==> src/rtl/sa_sequencer.sv <==
// sa_sequencer: multi-tile controller for the sparse systolic array.
// Per tile: array reset, signal ROM fetch, weight LOAD phase, feature COMPUTE phase.
// Optional build macro SA_SEQ_STALL_EN adds stall_i back-pressure for LOAD/COMPUTE.
module sa_sequencer #(
    parameter int unsigned N_ROWS_ARRAY        = 4,
    parameter int unsigned N_COLS_ARRAY        = 4,
    parameter int unsigned N                   = 3,
    parameter int unsigned SEL_WIDTH           = $clog2(N),
    parameter int unsigned NUM_COL_WIDTH       = $clog2(N + 1),
    parameter int unsigned ROM_SIG_WIDTH       = 100,
    parameter int unsigned SIG_ADDRS_WIDTH     = 10,
    parameter int unsigned FEATURE_ADDRS_WIDTH = 10,
    parameter int unsigned WEIGHT_ADDRS_WIDTH  = 10,
    parameter int unsigned CNT_WIDTH           = 16
) (
    input  logic                                    clk_i,
    input  logic                                    general_rst_ni,
    input  logic                                    start_i,
    input  logic [NUM_COL_WIDTH-1:0]                filter_size_i,
    input  logic [CNT_WIDTH-1:0]                    n_tiles_i,
    input  logic [CNT_WIDTH-1:0]                    n_weights_i,
    input  logic [CNT_WIDTH-1:0]                    n_features_i,
`ifdef SA_SEQ_STALL_EN
    input  logic                                    stall_i,
`endif
    input  logic [ROM_SIG_WIDTH-1:0]                rom_signals_data_i,
    output logic                                    ready_o,
    output logic                                    done_o,
    output logic                                    rst_o,
    output logic                                    load_o,
    output logic                                    start_op_o,
    output logic                                    rd_rom_signals_ld_o,
    output logic [SIG_ADDRS_WIDTH-1:0]              addrs_rom_signal_o,
    output logic                                    rd_weight_ld_o,
    output logic [WEIGHT_ADDRS_WIDTH-1:0]           addrs_weight_o,
    output logic                                    rd_feature_ld_o,
    output logic [FEATURE_ADDRS_WIDTH-1:0]          addrs_mem_feature_o,
    output logic [N_ROWS_ARRAY*SEL_WIDTH-1:0]       f_sel_o,
    output logic [N_ROWS_ARRAY*NUM_COL_WIDTH-1:0]   number_of_columns_o,
    output logic [N_ROWS_ARRAY*NUM_COL_WIDTH-1:0]   row_num_o,
    output logic [N_COLS_ARRAY-1:0]                 en_adder_node_o
);

    localparam int unsigned FSEL_W = N_ROWS_ARRAY * SEL_WIDTH;
    localparam int unsigned NCOL_W = N_ROWS_ARRAY * NUM_COL_WIDTH;

    typedef enum logic [2:0] {
        S_IDLE,
        S_ARST,
        S_FETCH,
        S_SWAIT,
        S_LOAD,
        S_COMPUTE,
        S_DONE
    } state_e;

    state_e                         state_q, state_d;
    logic [NUM_COL_WIDTH-1:0]       fs_q, fs_d;
    logic [CNT_WIDTH-1:0]           ntiles_q, ntiles_d;
    logic [CNT_WIDTH-1:0]           nw_q, nw_d;
    logic [CNT_WIDTH-1:0]           nf_q, nf_d;
    logic [CNT_WIDTH-1:0]           tile_q, tile_d;
    logic [CNT_WIDTH-1:0]           cnt_q, cnt_d;
    logic [WEIGHT_ADDRS_WIDTH-1:0]  waddr_q, waddr_d;
    logic [FEATURE_ADDRS_WIDTH-1:0] faddr_q, faddr_d;
    logic [FSEL_W-1:0]              fsel_q, fsel_d;
    logic [NCOL_W-1:0]              ncol_q, ncol_d;
    logic [NCOL_W-1:0]              rownum_q, rownum_d;
    logic [N_COLS_ARRAY-1:0]        en_q, en_d;
    logic                           ready_q, ready_d;
    logic                           done_q, done_d;
    logic                           rst_q, rst_d;
    logic                           rd_rom_q, rd_rom_d;
    logic                           load_q, load_d;
    logic                           sop_q, sop_d;

    logic                           stall_c;
    logic                           skip_c;
    logic                           last_c;
    logic [NUM_COL_WIDTH-1:0]       col0_c;
    logic [NUM_COL_WIDTH-1:0]       rn_idx_c;
    logic [NCOL_W-1:0]              row_num_c;
    logic                           unused_rom_c;

    // Back-pressure only freezes the two streaming phases
`ifdef SA_SEQ_STALL_EN
    assign stall_c = stall_i && ((state_q == S_LOAD) || (state_q == S_COMPUTE));
`else
    assign stall_c = 1'b0;
`endif

    assign col0_c       = rom_signals_data_i[FSEL_W +: NUM_COL_WIDTH];
    assign unused_rom_c = ^rom_signals_data_i;

    // Per-row index pattern 1..filter_size repeating down the rows
    always_comb begin
        rn_idx_c  = NUM_COL_WIDTH'(1);
        row_num_c = '0;
        for (int unsigned j = 0; j < N_ROWS_ARRAY; j++) begin
            row_num_c[j*NUM_COL_WIDTH +: NUM_COL_WIDTH] = rn_idx_c;
            rn_idx_c = (rn_idx_c == fs_q) ? NUM_COL_WIDTH'(1) : rn_idx_c + NUM_COL_WIDTH'(1);
        end
    end

    // Next-state, counter/address and registered-output logic
    always_comb begin
        state_d  = state_q;
        fs_d     = fs_q;
        ntiles_d = ntiles_q;
        nw_d     = nw_q;
        nf_d     = nf_q;
        tile_d   = tile_q;
        cnt_d    = cnt_q;
        waddr_d  = waddr_q;
        faddr_d  = faddr_q;
        fsel_d   = fsel_q;
        ncol_d   = ncol_q;
        rownum_d = rownum_q;
        en_d     = en_q;
        skip_c   = 1'b0;
        last_c   = 1'b0;

        unique case (state_q)
            S_IDLE: begin
                if (start_i) begin
                    if ((filter_size_i == '0) || (n_tiles_i == '0)) begin
                        skip_c = 1'b1;
                    end else begin
                        fs_d     = filter_size_i;
                        ntiles_d = n_tiles_i;
                        nw_d     = n_weights_i;
                        nf_d     = n_features_i;
                        tile_d   = '0;
                        waddr_d  = '0;
                        state_d  = S_ARST;
                    end
                end
            end
            S_ARST: begin
                rownum_d = row_num_c;
                state_d  = S_FETCH;
            end
            S_FETCH: begin
                state_d = S_SWAIT;
            end
            S_SWAIT: begin
                fsel_d = rom_signals_data_i[FSEL_W-1:0];
                ncol_d = rom_signals_data_i[FSEL_W +: NCOL_W];
                for (int unsigned c = 0; c < N_COLS_ARRAY; c++) begin
                    en_d[c] = (c < 32'(col0_c));
                end
                cnt_d   = '0;
                state_d = S_LOAD;
            end
            S_LOAD: begin
                if (!stall_c) begin
                    if (nw_q != '0) begin
                        waddr_d = waddr_q + WEIGHT_ADDRS_WIDTH'(1);
                    end
                    last_c = (nw_q == '0) || (cnt_q == nw_q - CNT_WIDTH'(1));
                    if (last_c) begin
                        cnt_d   = '0;
                        faddr_d = '0;
                        state_d = S_COMPUTE;
                    end else begin
                        cnt_d = cnt_q + CNT_WIDTH'(1);
                    end
                end
            end
            S_COMPUTE: begin
                if (!stall_c) begin
                    if (nf_q != '0) begin
                        faddr_d = faddr_q + FEATURE_ADDRS_WIDTH'(1);
                    end
                    last_c = (nf_q == '0) || (cnt_q == nf_q - CNT_WIDTH'(1));
                    if (last_c) begin
                        cnt_d = '0;
                        if (tile_q == ntiles_q - CNT_WIDTH'(1)) begin
                            state_d = S_DONE;
                        end else begin
                            tile_d  = tile_q + CNT_WIDTH'(1);
                            state_d = S_ARST;
                        end
                    end else begin
                        cnt_d = cnt_q + CNT_WIDTH'(1);
                    end
                end
            end
            S_DONE: begin
                state_d = S_IDLE;
            end
            default: begin
                state_d = S_IDLE;
            end
        endcase

        ready_d  = (state_d == S_IDLE);
        done_d   = (state_d == S_DONE) || skip_c;
        rst_d    = (state_d == S_ARST);
        rd_rom_d = (state_d == S_FETCH);
        load_d   = (state_d == S_LOAD) && (nw_q != '0);
        sop_d    = (state_d == S_COMPUTE) && (nf_q != '0);
    end

    // State, configuration, counters and output registers
    always_ff @(posedge clk_i or negedge general_rst_ni) begin
        if (!general_rst_ni) begin
            state_q  <= S_IDLE;
            fs_q     <= '0;
            ntiles_q <= '0;
            nw_q     <= '0;
            nf_q     <= '0;
            tile_q   <= '0;
            cnt_q    <= '0;
            waddr_q  <= '0;
            faddr_q  <= '0;
            fsel_q   <= '0;
            ncol_q   <= '0;
            rownum_q <= '0;
            en_q     <= '0;
            ready_q  <= 1'b1;
            done_q   <= 1'b0;
            rst_q    <= 1'b0;
            rd_rom_q <= 1'b0;
            load_q   <= 1'b0;
            sop_q    <= 1'b0;
        end else begin
            state_q  <= state_d;
            fs_q     <= fs_d;
            ntiles_q <= ntiles_d;
            nw_q     <= nw_d;
            nf_q     <= nf_d;
            tile_q   <= tile_d;
            cnt_q    <= cnt_d;
            waddr_q  <= waddr_d;
            faddr_q  <= faddr_d;
            fsel_q   <= fsel_d;
            ncol_q   <= ncol_d;
            rownum_q <= rownum_d;
            en_q     <= en_d;
            ready_q  <= ready_d;
            done_q   <= done_d;
            rst_q    <= rst_d;
            rd_rom_q <= rd_rom_d;
            load_q   <= load_d;
            sop_q    <= sop_d;
        end
    end

    assign ready_o             = ready_q;
    assign done_o              = done_q;
    assign rst_o               = rst_q;
    assign load_o              = load_q;
    assign start_op_o          = sop_q;
    assign rd_rom_signals_ld_o = rd_rom_q;
    assign addrs_rom_signal_o  = SIG_ADDRS_WIDTH'(tile_q);
    assign rd_weight_ld_o      = load_q & ~stall_c;
    assign addrs_weight_o      = waddr_q;
    assign rd_feature_ld_o     = sop_q & ~stall_c;
    assign addrs_mem_feature_o = faddr_q;
    assign f_sel_o             = fsel_q;
    assign number_of_columns_o = ncol_q;
    assign row_num_o           = rownum_q;
    assign en_adder_node_o     = en_q;

endmodule

==> config.mk <==
export PLATFORM = sky130hd
export DESIGN_NAME = sa_sequencer
export DESIGN_NICKNAME = d
export VERILOG_FILES = /design/src/rtl/sa_sequencer.sv
export SDC_FILE = /design/constraint.sdc
export NUM_CORES = 1
export LEC_CHECK = 0
export CORE_ASPECT_RATIO = 0.9
export CORE_MARGIN = 10
export CORE_UTILIZATION = 50
export DETAILED_ROUTE_END_ITERATION = 6
export PLACE_DENSITY_LB_ADDON = 0.15
export SETUP_SLACK_MARGIN = 0.05
export SLEW_MARGIN = 10
export SYNTH_ARGS = -nofsm -noshare
export SYNTH_HDL_FRONTEND = slang
export SYNTH_SLANG_ARGS = --single-unit
==> constraint.sdc <==
create_clock -name clk_i -period 3.7 [get_ports clk_i]
set_input_delay 0.74 -clock clk_i [delete_from_list [all_inputs] [get_ports clk_i]]
set_output_delay 0.74 -clock clk_i [all_outputs]
set_load 0.02 [all_outputs]
==> impl.org <==
** Outcome
- The flow ran to the end, and the final reports show no timing, DRC or antenna violations.

** Finish
- Area taken by flip-flops and latches :: 3400 um2
- Fill cells in the final layout number 1368.
- Antenna Cells :: 0
- Layout cells sized above 1 :: 10.6%
- Count of nets after finishing :: 1232
- At the end of the flow the core is filled with cells to 64.1%.
- Once layout is complete, the cells apart from fillers number 1290.
- Syn-to-layout area delta :: 25.6%
- In the final layout, the multi-input gates occupy 4420 um2.

** Die
- Chip Width :: 155 um
- Site Rows :: 44
- I/O Pins :: 219
- DIE AREA :: 22000 um2
- For this configuration, the core starts out at a cell density of 51.0%.
- The core region is 16200 um2.
- Height of the die :: 142 um

** Pwr
- Proportion of power drawn by combinational gates :: 44.3%
- Highest ir drop seen on vdd :: 0.000663 V
- Internal power :: 4.52 mW
- Summed over all nets, the switching power comes to 3.18 mW.
- In this run switching power makes up 41.3% of total power.
- The analysis attributes to cell leakage a power of 4.44 nW.
- In this run the power density over the cells is 743 nW/um2.
- Flop pwr share :: 32.8%
- The clock network is responsible for 22.9% of the overall power.

** Critical path
- Of all nets on the critical path, the largest fanout is 10.
- The worst setup path is captured at a flop.
- STA puts the critical path data arrival time at 3790 ps.
- The cell family contributing the most delay on the critical path is simple AND/OR/NAND/NOR gates.
- At the worst endpoint, the required time is 4010 ps.
- In this design, the stage delay of the slowest critical-path cell is 540 ps.
- Counting both buffers and inverters, the worst setup path holds a total of 1.
- Crit-path cells :: inv_1, ha_1, nor3b_2, and2_1, a31oi_1, or4_1, or4_4, o211ai_4, a211o_4, mux2_4
- The slowest stage of the critical path belongs to the cell or4_4.
- STA classifies the critical path startpoint as a flop.
- The setup path with the least slack is of type reg -> reg.

** Detailed routing
- After detailed routing, the wire length on met1 is 9980 um.
- The highest layer touched by signal routing is met4.
- Summed over all nets, wire length on met2 after detailed routing comes to 9360 um.
- After the first detailed-routing iteration, the DRC count stood at 405.
- In this run the remaining antenna-violating nets after routing total 0.
- Total Wirelength :: 20900 um
- Post-detailed-route via-to-cell ratio :: 5.45
- Detail Route met3 WL :: 1390 um
- After detailed routing, the average wire length per cell comes to 16.2 um.
- Drc violations :: 0
- First-pass iteration count of the detailed router :: 5
- Vias :: 7031

** Clock network
- The later pin in the worst-skew pair is clocked with a latency of 420 ps.
- For this design, the sink count on the clock tree is 136.
- TritonCTS clock tree :: built
- Clock-pin slew of the registers on the worst-case setup and hold paths :: 60 ps
- Count of H-tree levels built during CTS :: 4
- No sink is reached through more buffers than the 2 on the longest clock path.
- Counting the buffers created by CTS gives 17.
- Clk Tree Root Cell :: clkbuf_16
- For this design, the CTS-stage hold fixing added 0 buffers.
- Once the clock tree was built, the setup fixing pass inserted 0 buffers.

** Synth
- During synthesis, Yosys emitted a total of 0 warnings.
- Sequential area share after synthesis :: 41.3%
- The top cell type by area accounts for 40.9% of the synthesized area.
- Number of distinct library cell variants in the gate-level netlist after synthesis :: 87
- Primary FF master, synth :: dfrtp_1
- Register bit count reported by yosys :: 136
- The most common cell in the synthesized netlist is nand2_1.
- Top cells by count, synth :: nand2_1 (232), dfrtp_1 (135), nor2_1 (64)
- Average cell area after synthesis :: 8.62 um2
- Number of enable-type register cells in the synthesized netlist :: 0
- The largest total area in the synthesized netlist belongs to dfrtp_1.
- Synthesized netlist cell count :: 957
- Counting flops with an async set or reset pin after synthesis yields a share of 100%.
- Main area contributors after synthesis :: dfrtp_1 (41%), nand2_1 (11%), xnor2_1 (5.0%), nor2_1 (2.9%), xor2_1 (2.7%)
- The cell area that synthesis handed to floorplanning was 8250 um2.

** Global routing
- Vias in the first global route :: 6772
- Aggregate global-route resource usage :: 19.1%
- The first global-routing pass estimated 34700 um of wire.
- For this run the aggregate overflow at the end of global routing stands at 0.
- Largest net degree at the start of global routing :: 86
- The initial antenna violation count is 0.

** Job
- The tool flagged a number of max-cap violations equal to 0.

** Placement
- # port buffers :: 132
- The number of placed instances, taps included, is 1258.
- Placer Congestion :: 0.863
- Sum of net half-perimeters after detailed placement :: 15400 um

** Timing
- Adding up every negative setup slack in the final design gives 0 ps.
- The number of hold-slack violations in the final timing report came to 0.
- For this run, the top clock speed supported by timing is 0.287 GHz.
- Setup repair after global routing missed its margin :: false
- The worst path uses 94.2% of the clock period.
- Headroom to the max-slew limit :: 47.8%
- Final setup violation count :: 0
- Min Clock Period, post-route :: 3490 ps
- At the pin with the least slew margin, the transition time is 783 ps.
- Slew Limit Fails :: 0
- On the final layout, the worst clock skew is 7.43 ps.

** Worst hold path
- Min-Delay Path Class :: in -> async
==> state kept, by name, indices dropped and copies added, names as in the netlist, 7 cells and up <==
register	flops
f_sel_o	8
nw_q	16
number_of_columns_o	8
ntiles_q	16
addrs_mem_feature_o	10
cnt_q	16
nf_q	16
tile_q	16
addrs_weight_o	10
row_num_o	7
==> cells by family (layout without fill, tap and decap cells) <==
logic type	Yosys count	count (layout)	synth area share [%]
flops	136	136	41.3
simple gates	488	488	29.0
fa+ha+maj	9	9	1.36
mux	21	21	2.82
xor+xnor	72	72	7.64
other cells	1	2	0.0454
compound gates	134	134	12.4
buf+inv	96	221	5.50
==> cells in the final DEF (no fill, tap or decap), drive strengths merged, types with 9 or more instances in the layout <==
master / netlist / routed
nand2: 232 / 232
dfrtp: 135 / 135
clkdlybuf4s50: 0 / 131
nor2: 65 / 65
xnor2: 47 / 47
o21ai: 39 / 39
inv: 25 / 35
buf: 29 / 33
nand3: 32 / 32
xor2: 25 / 25
nor3: 24 / 24
nand2b: 21 / 21
a21oi: 18 / 18
nor4: 17 / 17
clkbuf: 42 / 17
nand4: 15 / 15
or3: 14 / 14
a211oi: 14 / 14
mux2: 12 / 12
and3: 11 / 11
or4: 11 / 11
mux2i: 9 / 9
ha: 9 / 9
o211ai: 9 / 9
==> final timing paths <==
check	endpoint	from	slack [ps]	cells past startpoint
hold / removal	addrs_mem_feature_o[7]	general_rst_ni	380	1
setup / recovery	tile_q[0]	ntiles_q[1]	210	10
setup reg to reg	tile_q[0]	ntiles_q[1]	210	10
hold reg to reg	row_num_o[0]	row_num_o[0]	470	1
min in group clk_i	row_num_o[0]	row_num_o[0]	470	1
max in group asynchronous	ready_o	general_rst_ni	2520	2
==> layer usage <==
layer | vias up | track usage, %
met5 | - | 0
met1 | 3327 | 26.0
li1 | 3522 | -
met2 | 170 | 28.8
met3 | 12 | 6.26
met4 | 0 | 4.28
==> metrics by stage <==
| step | hold WS [ps] | instance area, um2 | setup slack [ps] | power (mW) |
|---|---|---|---|---|
| finish | 382 | 10400 | 214 | 7.70 |
| CTS | 406 | 10400 | 168 | 7.74 |
| global placement | 452 | 9750 | 266 | 5.87 |
| global route | 434 | 10400 | 51.9 | 8.25 |
| detailed placement | 457 | 9750 | 231 | 5.93 |
| floorplan | 444 | 8260 | 463 | 4.80 |
==> power groups by stage <==
stage	Sequential, mW	Clock (mW)	Combinational, mW
floorplan	2.56	0	2.23
global placement	2.53	0	3.34
detailed placement	2.53	0	3.39
CTS	2.52	1.80	3.42
global route	2.61	1.87	3.78
finish	2.53	1.76	3.41
==> repair_timing <==
action / 4_1_cts / 5_1_grt
gates resized for setup: 0 / 3
hold endpoints to repair: 0 / 0
setup endpoints to repair: 0 / 9
==> final cells by class <==
| class | instances | area share [%] |
|---|---|---|
| clock buffer | 17 | 4.10 |
| clock inverter | 15 | 1.75 |
| inverter | 25 | 0.905 |
| multi-input combinational | 726 | 42.6 |
| sequential | 136 | 32.8 |
| tap | 207 | 2.50 |
| timing repair buffer | 164 | 15.3 |
No activity file was read; power rests on OpenSTA's default activity.
